### src/rtl/qspi_resp_pkg.sv
// Shared definitions for the QSPI flash responder: opcodes, FSM states, data
// modes and the opcode decoder used when the 8th command bit is sampled.
package qspi_resp_pkg;

    localparam logic [7:0] OP_READ  = 8'h03;
    localparam logic [7:0] OP_FREAD = 8'h0B;
    localparam logic [7:0] OP_QREAD = 8'h6B;
    localparam logic [7:0] OP_RDID  = 8'h9F;
    localparam logic [7:0] OP_RDSR  = 8'h05;
    // Accepted but ignored opcodes: no response, no error.
    localparam logic [7:0] OP_WREN  = 8'h06;
    localparam logic [7:0] OP_RSTEN = 8'h66;
    localparam logic [7:0] OP_RST   = 8'h99;
    localparam logic [7:0] OP_RES   = 8'hAB;

    typedef enum logic [2:0] {
        StIdle,
        StCmd,
        StAddr,
        StDummy,
        StData,
        StIgnore
    } state_e;

    typedef enum logic [1:0] {
        ModeSingle,
        ModeQuad,
        ModeId,
        ModeStatus
    } data_mode_e;

    typedef struct packed {
        state_e     next;
        data_mode_e mode;
        logic       dummy;
        logic       err;
    } decode_t;

    function automatic decode_t decode_op(input logic [7:0] op);
        decode_t d;
        d.next  = StIgnore;
        d.mode  = ModeSingle;
        d.dummy = 1'b0;
        d.err   = 1'b0;
        case (op)
            OP_READ:  d.next = StAddr;
            OP_FREAD: begin
                d.next  = StAddr;
                d.dummy = 1'b1;
            end
            OP_QREAD: begin
                d.next  = StAddr;
                d.mode  = ModeQuad;
                d.dummy = 1'b1;
            end
            OP_RDID: begin
                d.next = StData;
                d.mode = ModeId;
            end
            OP_RDSR: begin
                d.next = StData;
                d.mode = ModeStatus;
            end
            OP_WREN, OP_RSTEN, OP_RST, OP_RES: ;
            default:  d.err = 1'b1;
        endcase
        return d;
    endfunction

endpackage

### src/rtl/qspi_resp_sync.sv
// Input synchronizer and edge detector for the SPI pins.
// Ports:
//   clk, reset        - system clock, synchronous active-high reset
//   sck, cs_n, dq     - asynchronous pad inputs
//   sck_rise/sck_fall - registered one-clk pulses on synchronized SCK edges
//   cs_fall/cs_rise   - registered one-clk pulses on synchronized CS_n edges
//   dq_s              - synchronized DQ, aligned with the edge pulses
// CS_n synchronizer resets to 0 so a transaction already in progress when
// reset drops never produces a cs_fall; only a real high-to-low edge does.
module qspi_resp_sync #(
    parameter int unsigned SYNC_STAGES = 2
) (
    input  logic       clk,
    input  logic       reset,
    input  logic       sck,
    input  logic       cs_n,
    input  logic [3:0] dq,
    output logic       sck_rise,
    output logic       sck_fall,
    output logic       cs_fall,
    output logic       cs_rise,
    output logic [3:0] dq_s
);

    logic [SYNC_STAGES-1:0]      sck_q;
    logic [SYNC_STAGES-1:0]      cs_q;
    logic [SYNC_STAGES-1:0][3:0] dq_q;
    logic                        sck_prev_q;
    logic                        cs_prev_q;

    always_ff @(posedge clk) begin
        if (reset) begin
            sck_q      <= '0;
            cs_q       <= '0;
            dq_q       <= '0;
            sck_prev_q <= 1'b0;
            cs_prev_q  <= 1'b0;
            sck_rise   <= 1'b0;
            sck_fall   <= 1'b0;
            cs_fall    <= 1'b0;
            cs_rise    <= 1'b0;
            dq_s       <= '0;
        end else begin
            sck_q[0] <= sck;
            cs_q[0]  <= cs_n;
            dq_q[0]  <= dq;
            for (int i = 1; i < SYNC_STAGES; i++) begin
                sck_q[i] <= sck_q[i-1];
                cs_q[i]  <= cs_q[i-1];
                dq_q[i]  <= dq_q[i-1];
            end
            sck_prev_q <= sck_q[SYNC_STAGES-1];
            cs_prev_q  <= cs_q[SYNC_STAGES-1];
            sck_rise   <= sck_q[SYNC_STAGES-1] & ~sck_prev_q;
            sck_fall   <= ~sck_q[SYNC_STAGES-1] & sck_prev_q;
            cs_rise    <= cs_q[SYNC_STAGES-1] & ~cs_prev_q;
            cs_fall    <= ~cs_q[SYNC_STAGES-1] & cs_prev_q;
            // Delayed one extra stage so it matches the registered pulses.
            dq_s       <= dq_q[SYNC_STAGES-1];
        end
    end

endmodule

### src/rtl/qspi_flash_responder.sv
// SPI NOR boot-flash emulator (mode 0) serving reads from a byte-wide
// synchronous memory. Oversamples SCK/CS_n/DQ in the clk domain.
// Ports:
//   clk, reset            - system clock, synchronous active-high reset
//   spi_sck, spi_cs_n     - SPI clock and active-low chip select
//   spi_dq_i/o/oe         - pad inputs, output values, output enables
//   mem_rd, mem_addr      - one-clk read strobe and byte address
//   mem_rdata             - read data, valid 1 clk after mem_rd
//   busy                  - transaction active
//   cmd_err               - one-clk pulse on an unsupported opcode
module qspi_flash_responder
    import qspi_resp_pkg::*;
#(
    parameter int unsigned ADDR_W       = 16,
    parameter logic [23:0] JEDEC_ID     = 24'hEF4016,
    parameter int unsigned DUMMY_CYCLES = 8,
    parameter int unsigned SYNC_STAGES  = 2
) (
    input  logic              clk,
    input  logic              reset,
    input  logic              spi_sck,
    input  logic              spi_cs_n,
    input  logic [3:0]        spi_dq_i,
    output logic [3:0]        spi_dq_o,
    output logic [3:0]        spi_dq_oe,
    output logic              mem_rd,
    output logic [ADDR_W-1:0] mem_addr,
    input  logic [7:0]        mem_rdata,
    output logic              busy,
    output logic              cmd_err
);

    logic       sck_rise, sck_fall, cs_fall, cs_rise;
    logic [3:0] dq_s;
    logic       dq0;
    logic       unused_dq;

    qspi_resp_sync #(
        .SYNC_STAGES (SYNC_STAGES)
    ) u_sync (
        .clk      (clk),
        .reset    (reset),
        .sck      (spi_sck),
        .cs_n     (spi_cs_n),
        .dq       (spi_dq_i),
        .sck_rise (sck_rise),
        .sck_fall (sck_fall),
        .cs_fall  (cs_fall),
        .cs_rise  (cs_rise),
        .dq_s     (dq_s)
    );

    assign dq0       = dq_s[0];
    assign unused_dq = ^dq_s[3:1];

    state_e            state_q, state_d;
    logic [4:0]        cnt_q, cnt_d;
    logic [6:0]        op_q, op_d;
    logic [ADDR_W-2:0] addr_q, addr_d;
    data_mode_e        mode_q, mode_d;
    logic              dummy_q, dummy_d;
    logic [7:0]        sr_q, sr_d;
    logic [1:0]        id_idx_q, id_idx_d;
    logic              load_q, load_d;
    logic [3:0]        dq_o_q, dq_o_d, oe_q, oe_d;
    logic              mem_rd_q, mem_rd_d;
    logic [ADDR_W-1:0] mem_addr_q, mem_addr_d;
    logic              busy_q, busy_d, cmd_err_q, cmd_err_d;

    decode_t           dec;
    logic [ADDR_W-1:0] addr_shift;
    logic              byte_last;

    // Only the low ADDR_W address bits are kept; higher bits shift out.
    assign dec        = decode_op({op_q, dq0});
    assign addr_shift = {addr_q, dq0};
    assign byte_last  = (mode_q == ModeQuad) ? (cnt_q == 5'd1) : (cnt_q == 5'd7);

    function automatic logic [7:0] id_byte(input logic [1:0] idx);
        case (idx)
            2'd0:    return JEDEC_ID[23:16];
            2'd1:    return JEDEC_ID[15:8];
            2'd2:    return JEDEC_ID[7:0];
            default: return 8'hFF;
        endcase
    endfunction

    // State register
    always_ff @(posedge clk) begin
        if (reset) state_q <= StIdle;
        else       state_q <= state_d;
    end

    // Next-state logic
    always_comb begin
        state_d = state_q;
        if (cs_rise) begin
            state_d = StIdle;
        end else begin
            unique case (state_q)
                StIdle:  if (cs_fall) state_d = StCmd;
                StCmd:   if (sck_rise && cnt_q == 5'd7) state_d = dec.next;
                StAddr: begin
                    if (sck_rise && cnt_q == 5'd23) begin
                        state_d = (dummy_q && DUMMY_CYCLES != 0) ? StDummy : StData;
                    end
                end
                StDummy: begin
                    if (sck_rise && cnt_q == 5'(DUMMY_CYCLES - 1)) state_d = StData;
                end
                default: ;
            endcase
        end
    end

    // Next values of the datapath and registered outputs
    always_comb begin
        cnt_d      = cnt_q;
        op_d       = op_q;
        addr_d     = addr_q;
        mode_d     = mode_q;
        dummy_d    = dummy_q;
        sr_d       = sr_q;
        id_idx_d   = id_idx_q;
        dq_o_d     = dq_o_q;
        oe_d       = oe_q;
        mem_addr_d = mem_addr_q;
        mem_rd_d   = 1'b0;
        cmd_err_d  = 1'b0;
        load_d     = mem_rd_q;
        if (cs_rise) begin
            cnt_d  = '0;
            oe_d   = '0;
            dq_o_d = '0;
            load_d = 1'b0;
        end else begin
            // Memory data lands one clk after the strobe; well before the next fall.
            if (load_q) sr_d = mem_rdata;
            unique case (state_q)
                StIdle: begin
                    if (cs_fall) begin
                        oe_d  = '0;
                        cnt_d = sck_rise ? 5'd1 : 5'd0;
                        op_d  = sck_rise ? {6'd0, dq0} : 7'd0;
                    end
                end
                StCmd: begin
                    if (sck_rise) begin
                        op_d  = {op_q[5:0], dq0};
                        cnt_d = cnt_q + 5'd1;
                        if (cnt_q == 5'd7) begin
                            cnt_d     = '0;
                            mode_d    = dec.mode;
                            dummy_d   = dec.dummy;
                            cmd_err_d = dec.err;
                            sr_d      = (dec.mode == ModeId) ? id_byte(2'd0) : 8'h00;
                            id_idx_d  = 2'd1;
                        end
                    end
                end
                StAddr: begin
                    if (sck_rise) begin
                        addr_d = addr_shift[ADDR_W-2:0];
                        cnt_d  = cnt_q + 5'd1;
                        if (cnt_q == 5'd23) begin
                            cnt_d      = '0;
                            mem_addr_d = addr_shift;
                            mem_rd_d   = 1'b1;
                        end
                    end
                end
                StDummy: begin
                    if (sck_rise) begin
                        cnt_d = cnt_q + 5'd1;
                        if (cnt_q == 5'(DUMMY_CYCLES - 1)) cnt_d = '0;
                    end
                end
                StData: begin
                    if (sck_fall) begin
                        if (mode_q == ModeQuad) begin
                            dq_o_d = sr_q[7:4];
                            oe_d   = 4'b1111;
                            sr_d   = {sr_q[3:0], 4'h0};
                        end else begin
                            dq_o_d = {2'b00, sr_q[7], 1'b0};
                            oe_d   = 4'b0010;
                            sr_d   = {sr_q[6:0], 1'b0};
                        end
                    end
                    if (sck_rise) begin
                        cnt_d = cnt_q + 5'd1;
                        if (byte_last) begin
                            cnt_d = '0;
                            unique case (mode_q)
                                ModeSingle, ModeQuad: begin
                                    mem_addr_d = mem_addr_q + 1'b1;
                                    mem_rd_d   = 1'b1;
                                end
                                ModeId: begin
                                    sr_d     = id_byte(id_idx_q);
                                    id_idx_d = (id_idx_q == 2'd3) ? 2'd3 : id_idx_q + 2'd1;
                                end
                                default: sr_d = 8'h00;
                            endcase
                        end
                    end
                end
                default: ;
            endcase
        end
        busy_d = (state_d != StIdle);
    end

    always_ff @(posedge clk) begin
        if (reset) begin
            cnt_q      <= '0;
            op_q       <= '0;
            addr_q     <= '0;
            mode_q     <= ModeSingle;
            dummy_q    <= 1'b0;
            sr_q       <= '0;
            id_idx_q   <= '0;
            load_q     <= 1'b0;
            dq_o_q     <= '0;
            oe_q       <= '0;
            mem_rd_q   <= 1'b0;
            mem_addr_q <= '0;
            busy_q     <= 1'b0;
            cmd_err_q  <= 1'b0;
        end else begin
            cnt_q      <= cnt_d;
            op_q       <= op_d;
            addr_q     <= addr_d;
            mode_q     <= mode_d;
            dummy_q    <= dummy_d;
            sr_q       <= sr_d;
            id_idx_q   <= id_idx_d;
            load_q     <= load_d;
            dq_o_q     <= dq_o_d;
            oe_q       <= oe_d;
            mem_rd_q   <= mem_rd_d;
            mem_addr_q <= mem_addr_d;
            busy_q     <= busy_d;
            cmd_err_q  <= cmd_err_d;
        end
    end

    assign spi_dq_o  = dq_o_q;
    assign spi_dq_oe = oe_q;
    assign mem_rd    = mem_rd_q;
    assign mem_addr  = mem_addr_q;
    assign busy      = busy_q;
    assign cmd_err   = cmd_err_q;

endmodule

### config.mk
export PLATFORM = sky130hd
export DESIGN_NAME = qspi_flash_responder
export DESIGN_NICKNAME = d
export VERILOG_FILES = /design/src/rtl/qspi_resp_pkg.sv /design/src/rtl/qspi_resp_sync.sv /design/src/rtl/qspi_flash_responder.sv
export SDC_FILE = /design/constraint.sdc
export NUM_CORES = 1
export LEC_CHECK = 0
export ABC_AREA = 1
export ABC_CLOCK_PERIOD_IN_PS = 1400
export BUFFER_PORTS_ARGS = -buffer_cell sky130_fd_sc_hd__buf_2
export CAP_MARGIN = 20
export CORE_MARGIN = 4
export CORE_UTILIZATION = 54
export CTS_CLUSTER_SIZE = 12
export DETAILED_ROUTE_END_ITERATION = 10
export PLACE_DENSITY = 0.77
export SKIP_CTS_REPAIR_TIMING = 1
export SYNTH_ARGS = -nofsm -noshare
export SYNTH_HDL_FRONTEND = slang
export SYNTH_HIERARCHICAL = 1
export SYNTH_SLANG_ARGS = --single-unit
export TNS_END_PERCENT = 30
### constraint.sdc
create_clock -name clk -period 1.4 [get_ports clk]
set_input_delay 0.28 -clock clk [delete_from_list [all_inputs] [get_ports clk]]
set_output_delay 0.28 -clock clk [all_outputs]
set_load 0.005 [all_outputs]
==> results.md <==
* Worst VDD drop at 0.6212 mV
* Antenna cells at 0
* Pre-Repair DR Iteration Count at 7
* Max Slew Vio Count at 0
* H-tree depth at 3
* Worst path cell trace: ha_4 -> nand2_8 -> nor2_4 -> nand3_4 -> nand3_4 -> nand2_4 -> nor2_4 -> buf_6 -> nand2_2 -> nand2_1 -> nor2_1
* Number of global-route vias before repair at 4643
* CTS tree: yes
* Dpl hpwl at 8965 µm
* Clock slew at reported path FFs at 0.09 ns
* RSZ-0062 raised after global routing: yes
* PortBufs at 39
* Synthesized area at 0.004508 mm²
* Non-filler instance count after layout at 937
* DRT antenna net count at 0
* Crit path largest cell delay at 0.37 ns
* Startpoint types: register
* Top Ports at 43
* Reg area at 0.001654 mm²
* Row count at 33
* First-pass GRT wire length at 20250 µm
* Placer congestion estimate at 0.8650
* Initial antenna violation count at 0
* Data required time at the worst endpoint at 1.64 ns
* Fin nets at 851
* Post-synthesis net count at 739
* Core ar. at 0.008175 mm²
* Setup-failing EPs final at 42
* Violated checks: setup timing
* Area occupied by multi-input gates at 0.002575 mm²
* Buffers & Inverters on Critical Path at 1
* Die area at 0.009874 mm²
* Min cycle time layout at 1.693 ns
* Final Power at 4.650 mW
* Clk root buf: clkbuf_8
* Slew HR at 72.15%
* LEAKAGE at 2.669 nW
* Via count at 4984
* Max Cap Viol at 0
* Syn Inst Count at 715
* DRC Markers at 0
* Layout area overhead at 30.11%
* Skew final at 0.01247 ns
* Longest Clk Path Bufs at 2
* Fmax at 590.5 MHz
* Crit end category: register
* Initial drt markers at 280
* Vias per std cell at 5.319
* Worst slew pin tran at 0.4173 ns
* Worst hold path class: primary input to register
* Crit path max-delay family: simple AND/OR/NAND/NOR gates
* Die X at 99.37 µm
* Starting Density at 55.14%
* Chip height at 99.37 µm
* Part of the cycle the worst path needs at 121.0%
* CP arrival at 1.94 ns
* Wirelength, routed at 12770 µm
* Worst path slowest cell: dfxtp_2
* Share of layout cells above drive strength 1 at 24.76%
* Hold Vio Cnt, Final at 0
* Total gr overflow at 0
* Largest net degree at the start of global routing at 38
* Worst skew pair latency at 0.35 ns
* All-layer global routing usage at 24.79%
* Drt wl/cell at 13.63 µm
* CP Max Fanout at 6
* Sink Count at 82
* Filler cells at 701
* WS Path Type: register to register
* Placed Cells at 916
* YS warnings at 6
* Setup ws final at -0.2934 ns
* Num CTS Buffers at 9
* Synthesized area per cell at 6.305 µm²
* Power density over the cells at 792.7 mW/mm²
* Status: finished, violations left
[worst paths after layout]
check / slack [ns] / startpoint / endpoint / cells past startpoint
max reg2reg: -0.29 / cnt_q[1] / mem_addr[6] / 11
min: 0.13 / spi_dq_i[0] / u_sync/dq_q[0] / 3
min reg2reg: 0.40 / u_sync/sck_q[0] / u_sync/sck_q[1] / 2
max: -0.29 / cnt_q[1] / mem_addr[6] / 11
[cell type report]
type / count / share of cell area [%]
inverters: 98 / 6.271
multi-input cells: 510 / 43.90
clock buffers: 11 / 2.581
repair buffers: 126 / 15.36
clock inverters: 5 / 1.451
well taps: 105 / 2.240
flip-flops and latches: 82 / 28.20
[layout by cell type, fill, tap and decap left out, types with 2 or more instances in the layout]
cell and count:
a211oi_1 4, o21ai_0 45, o21ai_2 3, a21oi_2 9, bufinv_16 2, or2_2 2
nand3_4 4, nor2_2 4, buf_4 80, o22ai_1 3, dfxtp_2 4, buf_12 3
nor3_1 7, inv_2 7, nor2_4 8, inv_1 91, dfxtp_1 76, ha_1 6
nor2_1 100, nor3_4 2, a31oi_1 2, nand3_2 5, o21ai_1 13, nand3_1 45
nand3b_1 2, buf_2 39, nand4_1 4, clkbuf_8 11, nand2_2 9, buf_6 4
nand2_1 166, a21oi_1 57, dfxtp_4 2
[tightest hold or removal path, stage by stage]
cell    delay, ns
buf_2        0.07
inv_1        0.03
nor2_1       0.06
[power by group]
group | switching, mW | internal, mW
registers | 0.0229 | 2.36
logic | 0.152 | 0.0970
clock network | 0.909 | 1.11
[per-stage QoR]
stage	cell area, µm²	util [%]	hold WS, ns	setup TNS (ns)	setup slack [ns]
floorplan	4563	-	0.3870	-0.9278	-0.09197
global placement	5380	65.81	0.3891	-5.238	-0.2159
global route	5866	71.75	0.1029	-12.42	-0.4031
CTS	5617	68.70	0.1113	-9.392	-0.2955
detailed placement	5380	65.81	0.3946	-7.734	-0.2579
finish	5866	71.75	0.1263	-8.447	-0.2934
[registers in the layout (all words and copies together), names as in the netlist, 2 cells and up]
signal and flops:
u_sync/cs_q 2, sr_q 8, u_sync/dq_q 2, mem_addr 16, state_q 3, cnt_q 5, u_sync/sck_q 2, op_q 7
spi_dq_oe 2, spi_dq_o 4, id_idx_q 2, addr_q 15, mode_q 2
[metal layers]
layer,up-vias,global-route usage (%),routed length [µm]
li1,2507,-,-
met5,-,0,0
met3,36,4.488,749
met4,0,10.50,296
met1,2285,31.56,5534
met2,156,41.27,6188
Note: power is estimated with default switching activity, not from simulation.
